### src/rtl/vga_fb_write_arbiter.sv
// ============================================================================
// Module   : vga_fb_write_arbiter
// Purpose  : Round-robin write-port arbiter for a 1-bit VGA frame buffer,
//            with an optional blanking-only write window and a clear engine.
// Revision : 1.0
// ============================================================================
`default_nettype none

module vga_fb_write_arbiter #(
  parameter int X_MAX          = 159,
  parameter int Y_MAX          = 119,
  parameter bit CLEAR_ON_RESET = 1'b1
) (
  input  logic        CLK,
  input  logic        RESET,
  input  logic        VBLANK,
  input  logic        BLANK_ONLY,
  input  logic        CLEAR_REQ,
  input  logic        CLEAR_VAL,
  input  logic        A_REQ,
  input  logic [14:0] A_ADDR,
  input  logic        A_DATA,
  output logic        A_GNT,
  input  logic        B_REQ,
  input  logic [14:0] B_ADDR,
  input  logic        B_DATA,
  output logic        B_GNT,
  output logic        FB_WE,
  output logic [14:0] FB_ADDR,
  output logic        FB_DATA,
  output logic        BUSY,
  output logic        CLEAR_DONE,
  output logic        DROP
);

  typedef enum logic [0:0] {
    S_IDLE  = 1'b0,
    S_CLEAR = 1'b1
  } state_t;

  localparam logic [7:0] c_X_MAX = 8'(X_MAX);
  localparam logic [6:0] c_Y_MAX = 7'(Y_MAX);

  state_t      r_state;
  logic        r_ptr_b;
  logic [7:0]  r_clr_x;
  logic [6:0]  r_clr_y;
  logic        r_clr_val;
  logic        r_fb_we;
  logic [14:0] r_fb_addr;
  logic        r_fb_data;
  logic        r_done;
  logic        r_drop;

  state_t      w_state_nxt;
  logic        w_ptr_b_nxt;
  logic [7:0]  w_clr_x_nxt;
  logic [6:0]  w_clr_y_nxt;
  logic        w_clr_val_nxt;
  logic        w_we_nxt;
  logic [14:0] w_addr_nxt;
  logic        w_data_nxt;
  logic        w_done_nxt;
  logic        w_drop_nxt;
  logic        w_win;
  logic        w_gnt_a;
  logic        w_gnt_b;
  logic [14:0] w_sel_addr;
  logic        w_sel_data;

  assign w_win = ~BLANK_ONLY | VBLANK;

  always_comb begin
    w_state_nxt   = r_state;
    w_ptr_b_nxt   = r_ptr_b;
    w_clr_x_nxt   = r_clr_x;
    w_clr_y_nxt   = r_clr_y;
    w_clr_val_nxt = r_clr_val;
    w_we_nxt      = 1'b0;
    w_addr_nxt    = r_fb_addr;
    w_data_nxt    = r_fb_data;
    w_done_nxt    = 1'b0;
    w_drop_nxt    = 1'b0;
    w_gnt_a       = 1'b0;
    w_gnt_b       = 1'b0;
    w_sel_addr    = A_ADDR;
    w_sel_data    = A_DATA;

    case (r_state)
      S_IDLE: begin
        if (CLEAR_REQ) begin
          w_state_nxt   = S_CLEAR;
          w_clr_x_nxt   = 8'd0;
          w_clr_y_nxt   = 7'd0;
          w_clr_val_nxt = CLEAR_VAL;
        end else if (w_win) begin
          // r_ptr_b set means B has priority on the next contested cycle
          if (A_REQ && (!B_REQ || !r_ptr_b)) begin
            w_gnt_a = 1'b1;
          end else if (B_REQ) begin
            w_gnt_b = 1'b1;
          end
        end

        if (w_gnt_a || w_gnt_b) begin
          w_sel_addr  = w_gnt_a ? A_ADDR : B_ADDR;
          w_sel_data  = w_gnt_a ? A_DATA : B_DATA;
          w_ptr_b_nxt = w_gnt_a;
          w_addr_nxt  = w_sel_addr;
          w_data_nxt  = w_sel_data;
          if ((w_sel_addr[7:0] > c_X_MAX) || (w_sel_addr[14:8] > c_Y_MAX)) begin
            w_drop_nxt = 1'b1;
          end else begin
            w_we_nxt = 1'b1;
          end
        end
      end

      S_CLEAR: begin
        if (w_win) begin
          w_we_nxt   = 1'b1;
          w_addr_nxt = {r_clr_y, r_clr_x};
          w_data_nxt = r_clr_val;
          if (r_clr_x == c_X_MAX) begin
            w_clr_x_nxt = 8'd0;
            if (r_clr_y == c_Y_MAX) begin
              w_clr_y_nxt = 7'd0;
              w_done_nxt  = 1'b1;
              w_state_nxt = S_IDLE;
            end else begin
              w_clr_y_nxt = r_clr_y + 7'd1;
            end
          end else begin
            w_clr_x_nxt = r_clr_x + 8'd1;
          end
        end
      end

      default: w_state_nxt = S_IDLE;
    endcase
  end

  always_ff @(posedge CLK) begin
    if (RESET) begin
      r_state   <= CLEAR_ON_RESET ? S_CLEAR : S_IDLE;
      r_ptr_b   <= 1'b0;
      r_clr_x   <= 8'd0;
      r_clr_y   <= 7'd0;
      r_clr_val <= 1'b0;
      r_fb_we   <= 1'b0;
      r_fb_addr <= 15'd0;
      r_fb_data <= 1'b0;
      r_done    <= 1'b0;
      r_drop    <= 1'b0;
    end else begin
      r_state   <= w_state_nxt;
      r_ptr_b   <= w_ptr_b_nxt;
      r_clr_x   <= w_clr_x_nxt;
      r_clr_y   <= w_clr_y_nxt;
      r_clr_val <= w_clr_val_nxt;
      r_fb_we   <= w_we_nxt;
      r_fb_addr <= w_addr_nxt;
      r_fb_data <= w_data_nxt;
      r_done    <= w_done_nxt;
      r_drop    <= w_drop_nxt;
    end
  end

  assign A_GNT      = w_gnt_a;
  assign B_GNT      = w_gnt_b;
  assign FB_WE      = r_fb_we;
  assign FB_ADDR    = r_fb_addr;
  assign FB_DATA    = r_fb_data;
  assign BUSY       = (r_state == S_CLEAR);
  assign CLEAR_DONE = r_done;
  assign DROP       = r_drop;

endmodule

`default_nettype wire

### config.mk
export PLATFORM = sky130hd
export DESIGN_NAME = vga_fb_write_arbiter
export DESIGN_NICKNAME = d
export VERILOG_FILES = /design/src/rtl/vga_fb_write_arbiter.sv
export SDC_FILE = /design/constraint.sdc
export NUM_CORES = 1
export LEC_CHECK = 0
export CORE_MARGIN = 1
export CORE_UTILIZATION = 67
export CTS_BUF_LIST = sky130_fd_sc_hd__clkbuf_4
export CTS_CLUSTER_DIAMETER = 80
export DETAILED_ROUTE_END_ITERATION = 16
export DONT_BUFFER_PORTS = 1
export PLACE_DENSITY = 0.89
export SKIP_CTS_REPAIR_TIMING = 1
export SYNTH_ARGS = -nofsm -noshare
export SYNTH_HDL_FRONTEND = slang
export SYNTH_SLANG_ARGS = --single-unit
### constraint.sdc
create_clock -name CLK -period 3 [get_ports CLK]
set_input_delay 0.45 -clock CLK [delete_from_list [all_inputs] [get_ports CLK]]
set_output_delay 0.45 -clock CLK [all_outputs]
set_load 0.02 [all_outputs]
==> impl_summary.txt <==
----------------------------------------------------
[Drt]
  Final ANT Viol Nets ... 0
  First-pass DRT Iterations ... 4
  Total met3 wirelength after detailed routing ... ~320 µm
  Initial drt markers ... 49
  Mean routed wirelength per cell ... 19.6 µm
  Wl on met1 ... ~1600 µm
  DRC violations left ... 0
  Uppermost metal layer occupied by signal nets ... met4
  Via count ... 1,532
  Detailed route wirelength on metal2 ... 2340 µm
  Via-per-instance ratio ... 6.87
  Total Wirelength ... around 4400 µm

[Yosys]
  Register bit count reported by yosys ... 37
  Mean instance size in the synthesized netlist ... ~10 µm²
  Share of flip-flops with an asynchronous set or reset ... 0
  Library cell occupying the most area in the post-synthesis netlist ... sky130_fd_sc_hd__dfxtp_1
  Netlist Area Pre-Place ... between 0.0015 and 0.002 mm²
  Most instantiated cells after synthesis ... sky130_fd_sc_hd__dfxtp_1, sky130_fd_sc_hd__mux2_2, sky130_fd_sc_hd__nor2_1
  Syn_nets ... around 230
  Distinct cells, synth ... 35
  Number of enable flip-flop cells after synthesis ... 0
  Prevailing post-synth register cell ... sky130_fd_sc_hd__dfxtp_1
  Area share of the largest cell type after synthesis ... 0.379
  Top cells by area, synth ... sky130_fd_sc_hd__dfxtp_1, sky130_fd_sc_hd__mux2_2, sky130_fd_sc_hd__a22o_1
  Yosys warnings ... 0
  Fraction of the yosys area taken by sequential cells ... 0.379
  Post-Synthesis Cells ... approximately 190
  Most frequently used cell type in the post-synthesis netlist ... sky130_fd_sc_hd__dfxtp_1

[Critical path]
  Startpoint type of the worst setup path ... register
  Worst path arrival time ... 1.72 ns
  Register-to-Register Path Depth ... 6
  Maximum fanout encountered on the critical timing path ... 19
  Critical path endpoint category ... primary output
  Data required time of the worst path ... 2.55 ns
  Worst Setup Path Type ... register to primary output

[Global route]
  Overall routing resource usage ... 0.295
  Number of antenna violations at the first check in global routing ... 0
  Number of global-route vias before repair ... ~1,600
  Global-route wire length before repair ... 7090 µm
  Largest net degree at the start of global routing ... 27
  Grt ovf ... 0

[CTS]
  Clock Latency Late Sink ... around 0.36 ns
  # clock sinks ... 37
  CTS tree ... yes
  Buffer depth of the longest clock path ... 2
  Number of buffers created by CTS ... 5
  Clock-pin slew on the worst setup and hold paths ... 0.12 ns
  Clock tree root driver cell ... sky130_fd_sc_hd__clkbuf_4
  H-tree depth ... 2

[Placed design]
  Detail Placement HPWL ... a little over 3000 µm
  Number of port buffers ... 0
  Post-place instance area ... between 0.0015 and 0.002 mm²
  Global placer's final weighted congestion ... 0.840

[Timing]
  Final setup violation count ... 0
  Top achievable clock speed ... between 400 and 500 MHz
  Share of the clock period used by the worst path ... 0.723
  Max transition margin ... 0.616
  Setup_tns ... 0 ns
  Min Hold Slack ... between 0.1 and 0.15 ns
  Min Tclk post-route ... around 2.2 ns
  Worst clock skew ... roughly 0.014 ns
  Final hold viol count ... 0
  Fin. max-slew vios ... 0
  RSZ-0062 raised after global routing ... no
  Transition time of the tightest slew-check pin ... between 0.5 and 0.6 ns

[Hold path]
  Hold crit path type ... primary input to register
  Number of instances on the worst hold path ... 1

[Die]
  I/O Pins ... a little over 60
  Die Footprint ... roughly 0.0031 mm²
  Die height ... around 56 µm
  Number of rows created at floorplan ... 19
  Die Wd ... ~56 µm
  Core Footprint ... approximately 0.0028 mm²
  Initial cell density of the core ... 0.708

[Finish]
  Final core utilization ... 0.735
  Area delta synth->final ... 3.72%
  Post-route cell area ... about 0.0020 mm²
  FILL cells ... around 210
  Total number of nets in the final design ... about 230
  Proportion of layout cells with a drive suffix above 1 ... 0.255
  Inserted Diodes ... 0

[Power and ir drop]
  Max rail drop VDD ... about 0.6 mV
  Power density of the placed cells ... roughly 460 mW/mm²
  Leakage power of the design ... between 0.8 and 0.9 nW
  Total power draw ... between 0.9 and 1 mW

[Status]
  Outcome ... finished clean

[Run]
  Max-capacitance violation count ... 0

----------------------------------------------------
[flip-flops by register name (all words and copies together) (netlist names)]
register / cells
r_clr_x: 8
FB_DATA: 1
r_clr_y: 7
FB_ADDR: 15
r_clr_val: 1
BUSY: 1
r_ptr_b: 1
DROP: 1
FB_WE: 1
CLEAR_DONE: 1
[layer usage]
metal,GRT usage,vias to the layer above
met5,0,-
met4,0.118,0
met3,0.0814,12
met2,0.544,79
met1,0.314,737
li1,-,704
[cells by family after synthesis]
group | share of synthesized area
compound gates | 0.155
xor+xnor | 0.0448
fa+ha+maj | 0.0128
buf+inv | 0.0448
flops | 0.379
mux | 0.208
simple gates | 0.155
[worst max-delay path: stages, from the launching register on]
cell and delay [ns]:
sky130_fd_sc_hd__dfxtp_1 0.35, sky130_fd_sc_hd__nand2_1 0.11, sky130_fd_sc_hd__nand4b_4 0.38, sky130_fd_sc_hd__nor2_1 0.52
[per-stage QoR]
| step | setup slack (ns) | cells |
|---|---|---|
| final | 0.831 | 223 |
| after global routing | 0.747 | 223 |
| after CTS | 0.861 | 223 |
| after detailed placement | 1.01 | 215 |
| after global placement | 1.09 | 215 |
| after floorplan | 1.20 | 192 |
[worst paths after layout]
path                                  from  slack (ns)          to
worst max register to register  r_clr_x[0]        1.00  r_clr_y[6]
worst min register to register  r_clr_y[1]        0.51  r_clr_y[1]
worst min-delay path                 RESET        0.14   r_clr_val
worst max-delay path               r_ptr_b        0.83       A_GNT
[area by class of cell]
cell class	count	area [µm²]	area share
tap	31	38.8	0.0191
sequential	37	741	0.366
inverter	2	7.51	0.00371
multi-input combinational	141	1120	0.555
timing repair buffer	4	30.0	0.0148
clock inverter	3	46.3	0.0229
clock buffer	5	37.5	0.0185
[placed cells by master (no fill, tap or decap), types with 3 or more instances in the layout]
master                       n
sky130_fd_sc_hd__a21oi_1     7
sky130_fd_sc_hd__a22o_1     16
sky130_fd_sc_hd__and3_1      3
sky130_fd_sc_hd__buf_4       4
sky130_fd_sc_hd__clkbuf_4    5
sky130_fd_sc_hd__dfxtp_1    37
sky130_fd_sc_hd__mux2_2     25
sky130_fd_sc_hd__mux2_4      7
sky130_fd_sc_hd__nand2_1     9
sky130_fd_sc_hd__nand4_1     5
sky130_fd_sc_hd__nor2_1     21
sky130_fd_sc_hd__nor2b_1     4
sky130_fd_sc_hd__nor3_1      3
sky130_fd_sc_hd__nor3b_1     3
sky130_fd_sc_hd__o2111ai_1   6
sky130_fd_sc_hd__o21ai_0     4
sky130_fd_sc_hd__xnor2_1     3
sky130_fd_sc_hd__xor2_1      7
[report_power, final]
group | internal [mW] | switching, mW
clock | 0.176 | 0.179
combinational | 0.0390 | 0.0351
sequential | 0.497 | 0.0109
(Power assumes the default switching activity.)
